**src/rtl/vec_stream_loader.sv**
```systemverilog
// Element-pair stream to packed-vector loader feeding dot_product.
// Optional early termination via in_last when VEC_ZERO_PAD_EN is defined.

module vec_lane_reg #(
    parameter int W = 32
) (
    input  logic         clk,
    input  logic         rst,
    input  logic         clr,
    input  logic         we,
    input  logic [W-1:0] d_a,
    input  logic [W-1:0] d_b,
    output logic [W-1:0] q_a,
    output logic [W-1:0] q_b
);
    always_ff @(posedge clk) begin
        if (rst || clr) begin
            q_a <= '0;
            q_b <= '0;
        end else if (we) begin
            q_a <= d_a;
            q_b <= d_b;
        end
    end
endmodule

module vec_stream_loader #(
    parameter int N  = 8,
    parameter int W  = 32,
    parameter int CW = $clog2(N+1)
) (
    input  logic          clk,
    input  logic          rst,
    input  logic          in_valid,
    output logic          in_ready,
    input  logic [W-1:0]  in_a,
    input  logic [W-1:0]  in_b,
    input  logic          in_last,
    output logic [W*N-1:0] a_vec,
    output logic [W*N-1:0] b_vec,
    output logic          vec_valid,
    input  logic          vec_ready,
    output logic [CW-1:0] vec_len
);
    typedef enum logic {FILL, HOLD} state_t;

    state_t               state, state_nxt;
    logic [CW-1:0]        idx, idx_nxt, len_nxt;
    logic                 accept, done, release_vec;
    logic [N-1:0][W-1:0]  a_lanes, b_lanes;

    assign accept      = in_valid && (state == FILL);
    assign release_vec = (state == HOLD) && vec_ready;

`ifdef VEC_ZERO_PAD_EN
    // Unwritten upper lanes are already zero from the last release or reset.
    assign done = accept && ((idx == CW'(N-1)) || in_last);
`else
    logic unused_in_last;
    assign unused_in_last = in_last;
    assign done = accept && (idx == CW'(N-1));
`endif

    always_ff @(posedge clk) begin
        if (rst) begin
            state   <= FILL;
            idx     <= '0;
            vec_len <= '0;
        end else begin
            state   <= state_nxt;
            idx     <= idx_nxt;
            vec_len <= len_nxt;
        end
    end

    always_comb begin
        state_nxt = state;
        idx_nxt   = idx;
        len_nxt   = vec_len;
        in_ready  = 1'b0;
        vec_valid = 1'b0;
        case (state)
            FILL: begin
                in_ready = 1'b1;
                if (done) begin
                    state_nxt = HOLD;
                    idx_nxt   = '0;
                    len_nxt   = idx + CW'(1);
                end else if (accept) begin
                    idx_nxt = idx + CW'(1);
                end
            end
            HOLD: begin
                vec_valid = 1'b1;
                if (vec_ready) begin
                    state_nxt = FILL;
                    len_nxt   = '0;
                end
            end
            default: state_nxt = FILL;
        endcase
    end

    for (genvar i = 0; i < N; i++) begin : g_lane
        vec_lane_reg #(.W(W)) u_lane (
            .clk (clk),
            .rst (rst),
            .clr (release_vec),
            .we  (accept && (idx == CW'(i))),
            .d_a (in_a),
            .d_b (in_b),
            .q_a (a_lanes[i]),
            .q_b (b_lanes[i])
        );
    end

    assign a_vec = a_lanes;
    assign b_vec = b_lanes;
endmodule

```
**config.mk**
```make
export PLATFORM = sky130hd
export DESIGN_NAME = vec_stream_loader
export DESIGN_NICKNAME = d
export VERILOG_FILES = /design/src/rtl/vec_stream_loader.sv
export SDC_FILE = /design/constraint.sdc
export NUM_CORES = 1
export LEC_CHECK = 0
export BUFFER_PORTS_ARGS = -buffer_cell sky130_fd_sc_hd__buf_2
export CORE_ASPECT_RATIO = 0.8
export CORE_UTILIZATION = 35
export DETAILED_ROUTE_END_ITERATION = 6
export HOLD_SLACK_MARGIN = 0.06
export SKIP_LAST_GASP = 1
export SLEW_MARGIN = 10
export SYNTH_ARGS = -nofsm -noshare
export SYNTH_HDL_FRONTEND = slang
export SYNTH_SLANG_ARGS = --single-unit
export TNS_END_PERCENT = 100
```
**constraint.sdc**
```tcl
create_clock -name clk -period 2.3 [get_ports clk]
set_input_delay 0.345 -clock clk [delete_from_list [all_inputs] [get_ports clk]]
set_output_delay 0.345 -clock clk [all_outputs]
set_load 0.02 [all_outputs]
```
==> run_results.csv, run 1 <==
group,metric,value,unit
yosys,synth_xor_area_frac,0.000463,
yosys,ys_seq_elements,521,
die,pin_count,587,
hold_path,hold_end,"idx[2]",
yosys,synth_adder_area_share,0.00264,
critical_path,r2r_end,"state",
detailed_routing,vias_per_cell,4.70,
detailed_routing,first_pass_iters,5,
critical_path,crit_slowest_cell,"dlygate4sd3_1",
detailed_routing,drc,0,
yosys,synth.top_cell.area_share,0.551,
sta,hold_viol_final,0,
die,die_area,0.0550,mm^2
die,start_util,0.358,
yosys,avgSynthCellArea,10.7,um^2
finish,fillerInstances,5080,
hold_path,hp-class,"in -> reg",
critical_path,crit_cells,6,
sta,final.period_utilization,0.896,
yosys,synth_edf_count,0,
detailed_routing,wl,57.9,mm
critical_path,reg2reg_depth,6,
critical_path,crit_family,"buffers and inverters",
status,status,"complete, no violations",
yosys,synth_ff_type,"dfxtp_1",
critical_path,cp.arrival,2570,ps
yosys,muxShareOfSynthArea,0.272,
clocking,cts_tree,"done",
detailed_routing,vias,14400,
sta,timing.hold.ws,179,ps
yosys,syn_area,0.0189,mm^2
critical_path,cp_max_fo,31,
power_and_ir_drop,power_density,791,mW/mm^2
global_route,grt-busiest-layer,"met2",
critical_path,worstPathRequired,2810,ps
yosys,synthSimpleGateAreaFrac,0.123,
sta,fin_crit,2060,ps
power_and_ir_drop,vdd_drop_max,482,uV
yosys,seq_area_frac_synth,0.551,
finish,final_util,0.457,
finish,drive_gt1_frac,0.305,
global_route,antenna_found_initial,3,
global_route,grt_util_all_layers,0.201,
sta,tns,0,ps
yosys,syn_nets,1849,
detailed_routing,ant_nets,0,
finish,areaGrowthSynthToFinish,27.7,%
critical_path,r2r_start,"state",
clocking,clk_path_buf_depth,3,
global_route,grt_first_pass_wirelength,85.3,mm
place,dp_cells,2975,
global_route,grt-ovfl-total,0,
job,cap_violations,0,
clocking,cts-root-buf,"clkbuf_16",
critical_path,path_buf_inv,3,
power_and_ir_drop,total_leakage_power,13.7,nW
clocking,numClockSinks,521,
yosys,yosysTopAreaCell,"dfxtp_1",
yosys,async_flop_share,0,
global_route,met2_usage,0.344,
place,gp_congestion,0.831,
sta,rsz0062_at_grt,"false",
sta,tightest_slew,822,ps
clocking,ctsHtreeMaxLevel,2,
die,fp.dieW,262,um
finish,nNetsFinal,2411,
sta,finClkSkew,9.38,ps
critical_path,regToRegSetupSlack,240,ps
place,dp_hpwl,40.7,mm
die,core-area,0.0529,mm^2
sta,slew_violations,0,
global_route,grtUsageMet3,0.0584,
sta,max_freq,485,MHz
critical_path,max_stage_delay,560,ps
yosys,postSynthCellCount,1776,
finish,layoutNonFillerInstCount,3070,
sta,finalSetupViolations,0,
sta,slew_headroom,0.452,
critical_path,start_kind,"flip-flop",
detailed_routing,drt_iter0_drc,735,
yosys,synthDistinctLibCells,27,
global_route,grt_max_degree,76,
yosys,synth_compound_area_frac,0.00245,
clocking,path_clk_slew,60,ps
hold_path,min_from,"in_valid",
clocking,cts_inserted_buffers,52,
yosys,synth_area_leaders,"dfxtp_1 (55%), mux2i_1 (27%), nand2_1 (11%)",
hold_path,hold_depth,4,
yosys,synth_commonest_cells,"nand2_1 (579), dfxtp_1 (521), mux2i_1 (515), buf_6 (45), buf_2 (39)",
yosys,synth_most_common_cell,"nand2_1",
global_route,grt_util_met1,0.244,
detailed_routing,wl_per_cell,18.9,um
sta,fin_ws,240,ps
place,pre_cts_slack,321,ps
clocking,clk_latency,570,ps
yosys,synth_top_family_by_area,"multiplexers",
yosys,ys_warn_count,0,
die,rows,75,
critical_path,end_kind,"flip-flop",
global_route,grt_pass1_vias,14400,
die,die_y,210,um
place,io_buffers,585,
clocking,cts.repair.resized,0,
critical_path,criticalPathCategory,"reg -> reg",
critical_path,path_cells,"nor2b_1 > buf_4 > nand3_2 > buf_12 > a21oi_1 > dlygate4sd3_1",
metal layers:
layer,share of wire,vias up
met5,0.00045,-
met4,0.025,4
met3,0.067,99
met2,0.48,381
met1,0.43,6958
li1,-,6986
kinds of logic (layout without fill, tap and decap cells):
kind of cell	after synthesis	in the layout
multiplexers	515	515
flip-flops	521	521
AND/OR/NAND/NOR	603	603
XOR/XNOR	1	1
buffers and inverters	126	726
adder cells (fa/ha/maj)	4	4
AO/OA/AOI/OAI	6	6
other	0	1
layout by cell type, fill, tap and decap left out, drive strengths merged:
| cell | count |
|---|---|
| a211oi | 1 |
| a21oi | 2 |
| and2b | 1 |
| and3 | 2 |
| buf | 629 |
| bufinv | 3 |
| clkbuf | 73 |
| clkinv | 10 |
| clkinvlp | 2 |
| dfxtp | 521 |
| diode | 1 |
| dlygate4sd3 | 2 |
| ha | 4 |
| inv | 7 |
| mux2i | 515 |
| nand2 | 579 |
| nand2b | 3 |
| nand3 | 9 |
| nand3b | 1 |
| nor2 | 2 |
| nor2b | 1 |
| o21ai | 1 |
| o31ai | 2 |
| or2 | 2 |
| or3 | 3 |
| xor2 | 1 |
state kept, by name, summed over array words and instances (netlist names):
signal,cells
state,1
vec_len,4
g_lane.u_lane.q_a,256
idx,4
g_lane.u_lane.q_b,256
how the worst max path moves through the flow:
stage,from,end,slack [ps]
2_1_floorplan,state,g_lane[4].u_lane.q_a[10],860
3_3_place_gp,in_valid,g_lane[0].u_lane.q_a[0],370
3_5_place_dp,in_valid,g_lane[0].u_lane.q_b[30],320
4_1_cts,state,state,210
5_1_grt,state,state,110
6_report,state,state,240
metrics by stage:
stage | power, mW | instance area (um^2)
after global placement | 10.9 | 22500
after floorplan | 10.4 | 18900
final | 19.1 | 24200
after detailed placement | 10.9 | 22500
after CTS | 19.3 | 24200
after global routing | 19.8 | 24200
cell type report:
class	count	area, um^2	area share
antenna	1	2.50	0.000104
clock buffer	73	1490	0.0617
inverter	3	11.3	0.000466
timing repair buffer	631	3490	0.144
sequential	521	10400	0.432
clock inverter	19	193	0.00797
multi-input combinational	1129	7680	0.318
tap	693	867	0.0359
power breakdown:
part | switching [mW] | internal (mW)
Clock | 3.57 | 4.86
Combinational | 0.939 | 0.441
Sequential | 0.0959 | 9.21
tightest hold or removal path, delay by kind of cell:
kind | cells | cell delay, ps
buffers and inverters | 1 | 120
xor gates and xnor gates | 1 | 70
and+or+nand+nor | 2 | 180
repair_timing:
item / in CTS / in global routing
endpoints found under the hold margin: 3 / 0
hold buffers: 2 / 0
setup buffers: 0 / 0
(Power assumes the default switching activity.)
==> run 2: changes to the inputs <==
Settings changed: ABC_AREA set to 1, SYNTH_HIERARCHICAL set to 1.
==> run_results.csv, run 2 <==
group,metric,value,unit
status,status,"complete, no violations",
place,dp_hpwl,47.3,mm
yosys,avgSynthCellArea,6.61,um^2
critical_path,crit_slowest_cell,"dlygate4sd3_1",
sta,slew_headroom,0.681,
detailed_routing,drt_iter0_drc,1163,
detailed_routing,vias_per_cell,4.19,
power_and_ir_drop,p_sw_frac,0.261,
yosys,yosysTopAreaCell,"dfxtp_1",
critical_path,path_cells,"ha_1 > nand2_4 > nor2_8 > buf_12 > nor2_1 > nor2_1 > dlygate4sd3_1",
clocking,cts.repair.resized,0,
place,place_area,0.0253,mm^2
detailed_routing,wl,70.7,mm
critical_path,criticalPathCategory,"reg -> reg",
finish,layout_commonest_cell,"nand2_1",
global_route,antenna_found_initial,0,
critical_path,cp.arrival,2490,ps
clocking,clk_path_buf_depth,3,
critical_path,start_kind,"flip-flop",
critical_path,r2r_end,"state",
job,cap_violations,0,
critical_path,worst_path_most_repeated_cell,"nor2_1",
yosys,synth_commonest_cells,"nand2_1 (1035), nor2_1 (981), dfxtp_1 (521), inv_1 (521), buf_4 (112)",
power_and_ir_drop,pwr-share-seq,0.456,
clocking,clk_latency,590,ps
critical_path,crit_end,"state",
yosys,synth_ff_type,"dfxtp_1",
yosys,synth.top_cell.area_share,0.477,
place,gp_congestion,0.803,
yosys,synth_area_leaders,"dfxtp_1 (48%), nand2_1 (18%), nor2_1 (17%)",
finish,regArea,0.0104,mm^2
global_route,grt_max_degree,89,
power_and_ir_drop,vdd_drop_max,612,uV
critical_path,r2r_start,"idx[1]",
sta,fin_crit,1960,ps
yosys,ys_seq_elements,521,
critical_path,worstPathRequired,2830,ps
yosys,syn_nets,3382,
critical_path,path_buf_inv,2,
clocking,cts_inserted_buffers,55,
yosys,async_flop_share,0,
power_and_ir_drop,combPwrFrac,0.107,
die,rows,81,
power_and_ir_drop,power_density,759,mW/mm^2
place,io_buffers,585,
global_route,grt_first_pass_wirelength,105,mm
hold_path,hp-class,"in -> reg",
die,die_area,0.0635,mm^2
power_and_ir_drop,switchingPower,5.38,mW
detailed_routing,ant_nets,0,
critical_path,end_kind,"flip-flop",
critical_path,cp_max_fo,71,
critical_path,regToRegSetupSlack,340,ps
finish,drive_gt1_frac,0.203,
clocking,cts-root-buf,"clkbuf_16",
sta,timing.hold.ws,103,ps
finish,n_antenna_cell,0,
yosys,synth_edf_count,0,
power_and_ir_drop,total_leakage_power,14.9,nW
critical_path,reg2reg_depth,7,
sta,slew_violations,0,
power_and_ir_drop,p_int,15.3,mW
detailed_routing,vias,19700,
critical_path,crit_cells,7,
yosys,syn_area,0.0219,mm^2
yosys,synthDistinctLibCells,20,
yosys,ys_warn_count,6,
critical_path,crit_family,"buffers and inverters",
global_route,grt_util_all_layers,0.214,
finish,areaGrowthSynthToFinish,24.2,%
sta,max_freq,510,MHz
sta,final.period_utilization,0.853,
finish,design_area,0.0272,mm^2
finish,mostFrequentLayoutCells,"nand2_1 (1035), nor2_1 (980), buf_2 (585)",
finish,fillerInstances,6553,
finish,reg.largest.list,"g_lane.u_lane/q_a (256), g_lane.u_lane/q_b (256)",
die,start_util,0.356,
global_route,grt_pass1_vias,17300,
sta,tightest_slew,479,ps
detailed_routing,first_pass_iters,5,
clocking,numClockSinks,521,
sta,finClkSkew,12.0,ps
power_and_ir_drop,p_clk_frac,0.436,
clocking,path_clk_slew,60,ps
critical_path,crit_path_start,"idx[1]",
detailed_routing,wl_per_cell,15.0,um
die,fp.dieW,282,um
clocking,cts_tree,"done",
sta,rsz0062_at_grt,"false",
sta,finalSetupViolations,0,
critical_path,max_stage_delay,540,ps
clocking,ctsHtreeMaxLevel,2,
sta,tns,0,ps
finish,multi_input_area,0.00829,mm^2
global_route,grt-ovfl-total,0,
die,pin_count,587,
finish,nNetsFinal,3910,
yosys,seq_area_frac_synth,0.477,
die,die_y,226,um
yosys,synth_most_common_cell,"nand2_1",
yosys,postSynthCellCount,3309,
sta,hold_viol_final,0,
die,core-area,0.0614,mm^2
detailed_routing,drc,0,
run 2: cell types whose count changed in the layout (fill, tap and decap cells not counted), moves of 5 or more:
cell,delta
nand3_1,+5
a21oi_1,+5
inv_1,+518
clkbuf_8,+5
nor3_2,+7
nor2_1,+978
nor2_8,+9
buf_4,-12
nand2_1,+456
buf_12,+12
nor2_2,+49
mux2i_1,-515
nand3_4,-7
run 2: power by group through the flow:
stage | sequential [mW] | clock (mW) | combinational [mW]
final | 9.42 | 9.01 | 2.22
after CTS | 9.42 | 9.25 | 2.23
after detailed placement | 9.62 | 0 | 2.22
after global placement | 9.60 | 0 | 2.22
after global routing | 9.45 | 9.60 | 2.46
after floorplan | 9.94 | 0 | 1.09
run 2: worst min-delay path by stage:
stage	startpoint	end	slack, ps	cells after the start
6_report	rst	idx[2]	100	2
5_1_grt	rst	idx[2]	100	2
4_1_cts	rst	idx[1]	70	2
3_5_place_dp	vec_len[2]	vec_len[2]	440	2
3_3_place_gp	vec_len[2]	vec_len[2]	440	2
2_1_floorplan	rst	idx[1]	410	1
run 2: area by class of cell:
class	count	share of cell area
Timing Repair Buffer	631	0.134
Clock buffer	82	0.0595
Inverter	524	0.0723
Tap cell	830	0.0382
Sequential cell	521	0.384
Clock inverter	17	0.00741
Multi-Input combinational cell	2104	0.305
run 2: routing by layer:
layer	global-route usage	wire (um)	part of all wire	vias up
li1	-	-	-	10400
met1	0.291	32800	0.46	8649
met2	0.337	30800	0.44	548
met3	0.0527	5410	0.077	103
met4	0.0596	1730	0.024	0
met5	0	0	0	-
run 2: what timing repair did:
item	in CTS	in global routing
buffers inserted	0	0
endpoints found under the hold margin	1	0
hold buffers	2	0
run 2: per-stage QoR:
step / utilization / instances / power [mW] / worst slack, ps
2_1_floorplan: - / 3309 / 11.0 / 248
3_3_place_gp: 0.413 / 4608 / 11.8 / 406
3_5_place_dp: 0.413 / 4608 / 11.8 / 411
4_1_cts: 0.443 / 4709 / 20.9 / 305
5_1_grt: 0.443 / 4709 / 21.5 / 171
6_report: 0.443 / 4709 / 20.6 / 339
run 2: cells by family (layout without fill, tap and decap cells):
family / Yosys count / in the layout / share of synthesized area
compound gates: 8 / 8 / 0.00183
fa+ha+maj: 4 / 4 / 0.00229
buf+inv: 684 / 1254 / 0.146
flops: 521 / 521 / 0.477
simple gates: 2092 / 2092 / 0.373
